`src/rtl/fa_pkg.sv`:
```
// fa_pkg: shared state encoding, default width and counter sizing for serial arithmetic cells
package fa_pkg;
  typedef enum logic [1:0] {IDLE, RUN, DONE} state_e;
  localparam int FA_W = 4;
  function automatic int cnt_w(input int w);
    return (w < 2) ? 1 : $clog2(w);
  endfunction
endpackage

```
`src/rtl/fs_cell.sv`:
```
// fs_cell: combinational full subtractor, mirror of the adder cell
module fs_cell (
  input  logic a,
  input  logic b,
  input  logic bin,
  output logic d,
  output logic bout
);
  assign d    = a ^ b ^ bin;
  assign bout = (~a & b) | (~(a ^ b) & bin);
endmodule

```
`src/rtl/serial_sub.sv`:
```
// serial_sub: bit-serial A-B, LSB first through one full-subtractor cell with registered borrow
module serial_sub
  import fa_pkg::*;
#(
  parameter int W = FA_W
) (
  input  logic         ck,
  input  logic         rst,
  input  logic         in_valid,
  output logic         in_ready,
  input  logic [W-1:0] a_in,
  input  logic [W-1:0] b_in,
  output logic         out_valid,
  input  logic         out_ready,
  output logic [W-1:0] d_out,
  output logic         bout
);
  localparam int CW = cnt_w(W);
  state_e         state_q, state_d;
  logic [CW-1:0]  cnt_q, cnt_d;
  logic           borrow_q, borrow_d;
  logic [W-1:0]   sa_q, sa_d, sb_q, sb_d, sd_q, sd_d, d_out_q, d_out_d;
  logic           bout_q, bout_d;
  logic           d, nb, last;
  fs_cell u_fs (
    .a    (sa_q[0]),
    .b    (sb_q[0]),
    .bin  (borrow_q),
    .d    (d),
    .bout (nb)
  );
  assign last      = cnt_q == CW'(W - 1);
  assign in_ready  = state_q == IDLE;
  assign out_valid = state_q == DONE;
  assign d_out     = d_out_q;
  assign bout      = bout_q;
  always_comb begin
    state_d  = state_q;
    cnt_d    = cnt_q;
    borrow_d = borrow_q;
    sa_d     = sa_q;
    sb_d     = sb_q;
    sd_d     = sd_q;
    d_out_d  = d_out_q;
    bout_d   = bout_q;
    case (state_q)
      IDLE: if (in_valid) begin
        sa_d     = a_in;
        sb_d     = b_in;
        borrow_d = 1'b0;
        cnt_d    = '0;
        state_d  = RUN;
      end
      RUN: begin
        sa_d     = sa_q >> 1;
        sb_d     = sb_q >> 1;
        sd_d     = {d, sd_q[W-1:1]};
        borrow_d = nb;
        cnt_d    = last ? '0 : cnt_q + CW'(1);
        if (last) begin
          d_out_d = sd_d;
          bout_d  = nb;
          state_d = DONE;
        end
      end
      DONE: if (out_ready) state_d = IDLE;
      default: state_d = IDLE;
    endcase
  end
  always_ff @(posedge ck) begin
    if (rst) begin
      state_q  <= IDLE;
      cnt_q    <= '0;
      borrow_q <= 1'b0;
      sa_q     <= '0;
      sb_q     <= '0;
      sd_q     <= '0;
      d_out_q  <= '0;
      bout_q   <= 1'b0;
    end else begin
      state_q  <= state_d;
      cnt_q    <= cnt_d;
      borrow_q <= borrow_d;
      sa_q     <= sa_d;
      sb_q     <= sb_d;
      sd_q     <= sd_d;
      d_out_q  <= d_out_d;
      bout_q   <= bout_d;
    end
  end
endmodule

```
`config.mk`:
```
export PLATFORM = sky130hd
export DESIGN_NAME = serial_sub
export DESIGN_NICKNAME = d
export VERILOG_FILES = /design/src/rtl/fa_pkg.sv /design/src/rtl/fs_cell.sv /design/src/rtl/serial_sub.sv
export SDC_FILE = /design/constraint.sdc
export NUM_CORES = 1
export LEC_CHECK = 0
export CORE_MARGIN = 1.5
export CORE_UTILIZATION = 48
export DETAILED_ROUTE_END_ITERATION = 16
export PLACE_DENSITY = 0.86
export SLEW_MARGIN = 5
export SYNTH_ARGS = -nofsm -noshare
export SYNTH_HDL_FRONTEND = slang
export SYNTH_HIERARCHICAL = 1
export SYNTH_SLANG_ARGS = --single-unit
```
`constraint.sdc`:
```
create_clock -name ck -period 1.5 [get_ports ck]
set_input_delay 0.15 -clock ck [delete_from_list [all_inputs] [get_ports ck]]
set_output_delay 0.15 -clock ck [all_outputs]
set_load 0.01 [all_outputs]
```
* Word level (Yosys, flattened, before mapping)
Cells that the tools add are included.
** Storage, ports and cells
- Memories kept :: 0
- Register bits :: 22
- Bits in latches :: 0
- ROM bits :: 0
- Word-level logic and storage cells :: 40
- Bits in writable memories :: 0
** Cells by class
- $lt $le $gt $ge :: 0
- Shift-type cells :: 0
- Muxes and demuxes :: 13
- Bitwise operators :: 7
- Div/mod/pow operators :: 0
- Eq/ne operators :: 6
- Reduce and logical (&&, ||, !) cells :: 5
- Multipliers :: 0
- Add/subtract/negate cells :: 1
** Operators with widths (count)
- case mux 4 bit (2 select lines) :: 2
- 2-to-1 mux 2 bit :: 5
- 2-to-1 mux 4 bit :: 2
- case mux 2 bit (3 select lines) :: 1
- == test 2 bit (second input constant) :: 2
- != test 2 bit (second input constant) :: 2
- case mux 2 bit (2 select lines) :: 1
- AND reduction 2 bit :: 2
- AND reduction 3 bit :: 1
- adder 2 x 1 -> 2 bit (second input constant) :: 1
- bitwise AND 1 bit :: 2
- == test 2 x 1 -> 1 bit (second input constant) :: 1
- zero test 2 bit :: 1
- != test 2 x 1 -> 1 bit (second input constant) :: 1
- NOT 1 bit :: 2
- case mux 1 bit (2 select lines) :: 1
- nonzero test 2 bit :: 1
- XOR 1 bit :: 2
- 2-to-1 mux 1 bit :: 1
- OR 1 bit :: 1

* Depth between registers and ports, before layout
Gate-level depths: netlist of run 1.
- Depth after elaboration :: 5
- Mapped depth :: 5

* Cells and area by module
The synthesis of run 1 kept the hierarchy.
** By module, submodules not included
- serial_sub :: cells each 90, area an instance 854.6 µm², sequential area each 420.4 µm², times used 1
- fs_cell :: cells each 4, area an instance 31.3 µm², sequential area each 0.0 µm², times used 1

* Worst setup path after synthesis of run 1
OpenSTA, ideal clock, no wires.
- Path kind :: register to register
- Start :: reg state_q[1]
- End :: reg sa_q[1]
- Clock period less this slack :: 1191 ps
- Setup slack :: 309 ps
- Arrival time :: 1072 ps
- Cell stages (with the launch flop) :: 4
- Cells stage by stage :: dfxtp_1 > nor2_1 > nand2_1 > o221a_2
** On the way
- Longest elaborated chain between the ends :: 3
** Ends and longest elaborated chain
- start: declaration :: line serial_sub.sv:19 : state_e state_q, state_d;
- start signal: assignment :: line serial_sub.sv:81 : state_q <= state_d;
- zero test 2 bit (*)
- via in_ready :: line serial_sub.sv:10 : output logic in_ready,
- != test 2 bit (no line) / nonzero test 2 bit (equally long branches)
- AND reduction 2 bit (no line)
- end signal: assignment :: line serial_sub.sv:75 : sa_q <= '0;
- end signal: assignment :: line serial_sub.sv:84 : sa_q <= sa_d;
- end: declaration :: line serial_sub.sv:22 : logic [W-1:0] sa_q, sa_d, sb_q, sb_d, sd_q, sd_d, d_out_q, d_out_d;
Mark *: on every way through the listed nets, which the timed path passes. The rest lies on a longest branch.
A chain may end at the register's enable or synchronous reset.

* Worst setup path in the final report of run 1
- Start :: reg state_q[0]
- End :: out out_valid
** On the way
- Longest elaborated chain between the ends :: 1
** Ends and longest elaborated chain
- == test 2 bit :: line serial_sub.sv:34 : assign out_valid = state_q == DONE;
- end: declaration :: line serial_sub.sv:13 : output logic out_valid,
Every way passes these cells.

==> results of run 1 <==
==> final cells by class <==
class,count,area share
flip-flops and latches,21,0.384
multi-input cells,58,0.348
repair buffers,21,0.181
inverters,10,0.0340
well taps,25,0.0283
clock buffers,3,0.0204
clock inverters,1,0.00453
==> power groups by stage <==
stage | Combinational (mW) | Sequential (mW) | Clock [mW]
floorplan | 0.0969 | 0.611 | 0
global placement | 0.132 | 0.615 | 0
detailed placement | 0.136 | 0.617 | 0
CTS | 0.136 | 0.604 | 0.276
global route | 0.151 | 0.609 | 0.302
finish | 0.135 | 0.604 | 0.272
==> metal layers <==
| layer | share of wire | global-route usage | vias up |
|---|---|---|---|
| met5 | 0 | 0 | - |
| li1 | - | - | 367 |
| met2 | 0.49 | 0.286 | 16 |
| met3 | 0.035 | 0.0278 | 4 |
| met4 | 0.024 | 0.109 | 0 |
| met1 | 0.45 | 0.250 | 339 |
==> repair_timing <==
action                     in CTS  in global routing
gates resized for setup         5                  0
hold buffers                    0                  0
setup endpoints to repair       2                  0
==> state kept, by name, summed over array words and instances (netlist names) <==
signal	flops
sd_q	3
sa_q	4
bout	1
sb_q	4
borrow_q	1
state_q	2
cnt_q	2
d_out	4
==> worst paths after layout <==
| kind | from | endpoint | depth (start not counted) |
|---|---|---|---|
| max reg2reg | state_q[1] | sd_q[2] | 4 |
| min reg2reg | d_out[3] | d_out[3] | 2 |
| max | state_q[0] | out_valid | 2 |
| min | d_out[3] | d_out[3] | 2 |
==> cells in the final DEF (no fill, tap or decap), drive strengths merged, types with 4 or more instances in the layout <==
master and instances:
nand3 5, o221a 6, mux2i 4, nor2 12, inv 10, clkdlybuf4s50 16
nand2 6, a21oi 12, dfxtp 21
==> critical path, delay by kind of cell, from the launching register on <==
family / cells / cell delay, ns
flops: 1 / 0.40
buf+inv: 1 / 0.28
simple gates: 1 / 0.23
==> cell families (layout without fill, tap and decap cells) <==
group                      after synthesis  after routing  share of synthesized area
adders and majority gates                2              2                     0.0367
muxes                                    4              4                     0.0452
DFF                                     21             21                      0.475
buffers and inverters                   15             35                     0.0946
and+or+nand+nor                         28             28                      0.151
AOI/OAI and AO/OA                       24             24                      0.198
==> impl_metrics.csv, run 1 <==
group,metric,value,unit
place,dp_cells,135,
logic_synthesis,synth_commonest_cells,"dfxtp_1, a21oi_1, nor2_1",
timing,hold_viol,0,
finish,final_core_utilization,0.640,
worst_hold_path,hp-class,"reg -> reg",
setup_path,start_kind,"flop",
power,clkPwrFrac,0.269,
cts,clock_latency,0.30,ns
die,die_x,46.0,um
setup_path,max_stage_delay,0.40,ns
cts,cts_tree,"built",
die,rows,15,
logic_synthesis,synth_top_area_share,0.475,
power,leakagePower,0.427,nW
cts,clk_pin_slew,0.12,ns
cts,clockBufferDepth,2,
finish,seq_area,424,um^2
logic_synthesis,synth.most_common_cell,"dfxtp_1",
timing,rsz0062_at_grt,"false",
setup_path,crit_slowest_cell,"dfxtp_4",
cts,post-cts-setup-buffers,0,
global_routing,grt_usage,0.188,
global_routing,grt_max_degree,18,
power,power.density,915,nW/um^2
die,start_util,0.513,
finish,area_growth,24.7,%
logic_synthesis,synth-main-ff-cell,"dfxtp_1",
place,globalplace.congestion,0.741,
cts,root_buffer,"clkbuf_4",
logic_synthesis,synth-edff-count,0,
power,comb_power_share,0.133,
place,hpwl,1.29,mm
detailed_routing,wl_per_cell,12.4,um
logic_synthesis,syn_nets,108,
global_routing,grt_pass1_vias,665,
setup_path,crit_required,1.35,ns
timing,setup_viol,0,
detailed_routing,ant_nets,0,
place,io_buffers,18,
power,switchingPower,0.254,mW
setup_path,r2r_setup_slack,0.24,ns
timing,fin_crit_sh,0.911,
cts,htree_num_levels,1,
power,internal_power,0.757,mW
finish,antenna_cells,0,
timing,fmax,732,MHz
timing,slew-limit-headroom,0.731,
detailed_routing,drt_iter0_markers,12,
timing,worstMarginPinSlew,0.403,ns
place,dp_slack,0.0974,ns
setup_path,cp.arrival,1.22,ns
timing,holdWs,0.464,ns
power,swShare,0.251,
detailed_routing,wl,1.73,mm
logic_synthesis,async_flop_share,0,
power,vdd_drop_max,0.572,mV
global_routing,grt-ovfl-total,0,
logic_synthesis,synth_area,886,um^2
detailed_routing,routed_via_density,5.22,
logic_synthesis,syn_area_per_cell,9.42,um^2
die,io-pin-count,19,
timing,slew_viol_final,0,
timing,fin_setup_tns,0,ns
finish,multi_input_area,384,um^2
global_routing,grt_antenna_before_repair,0,
setup_path,cp_max_fo,7,
logic_synthesis,synth_seq_cells,21,
global_routing,grt_pass1_wl,2.85,mm
setup_path,cp-end-kind,"output pin",
cts,cts_buffers,3,
job,drv_cap,0,
power,p_seq_frac,0.598,
finish,fillCellCount,150,
cts,cts_sinks,21,
detailed_routing,drt_pass1_iterations,4,
run_status,status,"complete, no violations",
setup_path,critical_path.cell_chain,"and2b_2, dlygate4sd2_1",
die,fp.dieH,46.0,um
die,coreArea,1730,um^2
logic_synthesis,synth-seq-area-share,0.475,
logic_synthesis,synth_top_area_cell,"dfxtp_1",
timing,finalWorstSetupSlack,0.134,ns
setup_path,critical_path_class,"reg -> out",
finish,final_cells,139,
timing,finalCriticalPeriod,1.37,ns
finish,finalNetCount,129,
logic_synthesis,synth_cell_type_count,22,
detailed_routing,drc_errors,0,
logic_synthesis,syn_inst,94,
die,dieArea,2110,um^2
place,postPlaceCellArea,1070,um^2
detailed_routing,vias,726,
timing,skew,0.00380,ns
logic_synthesis,yosys_warnings,6,
finish,layout-drive-gt1-share,0.149,
logic_synthesis,ys_top_cells_by_area,"dfxtp_1, o221a_2, a21oi_1",
power,power,1.01,mW
finish,fin_area,1100,um^2
(Power assumes the default switching activity.)
==> run 2: changes to the inputs <==
--- a/config.mk
+++ b/config.mk
@@ -5,8 +5,9 @@
 export SDC_FILE = /design/constraint.sdc
 export NUM_CORES = 1
 export LEC_CHECK = 0
-export CORE_MARGIN = 1.5
+export CORE_MARGIN = 8
 export CORE_UTILIZATION = 48
+export CTS_CLUSTER_SIZE = 12
 export DETAILED_ROUTE_END_ITERATION = 16
 export PLACE_DENSITY = 0.86
 export SLEW_MARGIN = 5
==> run 2 against run 1 <==
Effect of this change:
- sequential power barely moved
- cell area is 0.34% higher
- fmax rose by 0.60%
- critical path type unchanged
- critical endpoint unchanged
==> impl_metrics.csv, run 2 (synthesis results as in run 1) <==
group,metric,value,unit
setup_path,r2r-start,"state_q[1]",
die,start_util,0.513,
power,power,1.00,mW
worst_hold_path,min_from,"d_out[3]",
setup_path,cp_max_fo,7,
setup_path,r2r_setup_slack,0.26,ns
setup_path,path_delay_family,"flip-flops",
timing,slew-limit-headroom,0.707,
finish,layout_commonest_cell,"dfxtp_1",
die,fp.dieH,59.0,um
cts,cts_buffers,3,
finish,layout-drive-gt1-share,0.148,
detailed_routing,drt_pass1_iterations,4,
timing,fin_setup_tns,0,ns
worst_hold_path,hold_depth,2,
setup_path,critical_path.cell_chain,"and2b_2, dlygate4sd2_1",
finish,fin_area,1110,um^2
place,io_buffers,18,
cts,clk_pin_slew,0.11,ns
cts,cts_hold_buf,0,
cts,post-cts-setup-buffers,0,
timing,worstMarginPinSlew,0.438,ns
detailed_routing,drt_iter0_markers,25,
timing,finalCriticalPeriod,1.36,ns
finish,layout_common_cells,"dfxtp_1, clkdlybuf4s50_1, a21oi_1",
setup_path,start_kind,"flop",
detailed_routing,wl_per_cell,13.1,um
worst_hold_path,hp-class,"reg -> reg",
cts,cts_sinks,21,
detailed_routing,routed_via_density,5.21,
timing,setup_viol,0,
global_routing,grt_max_degree,18,
detailed_routing,drc_errors,0,
cts,cts.repair.resized,4,
run_status,status,"complete, no violations",
global_routing,grt_pass1_vias,763,
global_routing,grt-ovfl-total,0,
setup_path,cp.buffers_inverters,1,
cts,root_buffer,"clkbuf_4",
setup_path,r2r_end,"sd_q[2]",
timing,rsz0062_at_grt,"false",
power,power.density,902,nW/um^2
timing,hold_viol,0,
power,vdd_drop_max,0.595,mV
finish,finalNetCount,130,
cts,cts_tree,"built",
finish,antenna_cells,0,
die,dieArea,3480,um^2
setup_path,crit_slowest_cell,"dfxtp_2",
die,coreArea,1730,um^2
setup_path,critical_path_class,"reg -> out",
global_routing,grt_pass1_wl,3.21,mm
job,drv_cap,0,
cts,clockBufferDepth,2,
timing,slew_viol_final,0,
timing,fin_crit_sh,0.906,
detailed_routing,ant_nets,0,
timing,fmax,736,MHz
place,hpwl,1.43,mm
finish,final_core_utilization,0.642,
worst_hold_path,holdPathEnd,"d_out[3]",
setup_path,crit_required,1.35,ns
finish,area_growth,25.1,%
setup_path,cp.arrival,1.21,ns
setup_path,r2r_cells,4,
die,io-pin-count,19,
detailed_routing,vias,730,
cts,clock_latency,0.29,ns
power,leakagePower,0.429,nW
place,postPlaceCellArea,1080,um^2
die,rows,15,
timing,skew,0.00729,ns
place,globalplace.congestion,0.706,
setup_path,cp-end-kind,"output pin",
detailed_routing,wl,1.83,mm
global_routing,grt_antenna_before_repair,0,
die,die_x,59.0,um
cts,htree_num_levels,1,
global_routing,grt_usage,0.117,
setup_path,max_stage_delay,0.41,ns
[run 2: worst min-delay path: stages, from the launching register on]
cell and delay [ns]:
dfxtp_1 0.33, nand2_1 0.05, a21oi_1 0.05
[run 2: through the flow]
step / instances / hold WS [ns] / setup WS, ns
floorplan: 94 / 0.316 / 0.309
global route: 140 / 0.491 / 0.0775
global placement: 136 / 0.444 / 0.183
CTS: 140 / 0.466 / 0.129
finish: 140 / 0.463 / 0.142
detailed placement: 136 / 0.449 / 0.133
[run 2: worst max-delay path by stage]
stage	startpoint	endpoint	slack, ns	depth (start not counted)
6_report	state_q[0]	out_valid	0.14	2
5_1_grt	state_q[0]	out_valid	0.08	2
4_1_cts	state_q[0]	out_valid	0.13	2
3_5_place_dp	in_valid	cnt_q[0]	0.13	4
3_3_place_gp	in_valid	sb_q[0]	0.18	5
2_1_floorplan	state_q[1]	sa_q[1]	0.31	3
[run 2: layer usage]
metal / GRT usage / part of all wire
met1: 0.124 / 0.42
met2: 0.206 / 0.54
met3: 0.0283 / 0.033
met4: 0.0683 / 0.015
met5: 0 / 0
[run 2: cell type report]
class	instances	area (um^2)
well taps	25	31.3
clock buffers	4	26.3
multi-input cells	58	384
inverters	10	37.5
repair buffers	22	208
flip-flops and latches	21	422
fillers	155	618
[run 2: power breakdown]
part / switching (mW) / internal, mW / total (mW)
combinational: 0.0652 / 0.0757 / 0.141
clock: 0.151 / 0.103 / 0.254
sequential: 0.0198 / 0.585 / 0.605
total: 0.236 / 0.764 / 1.00
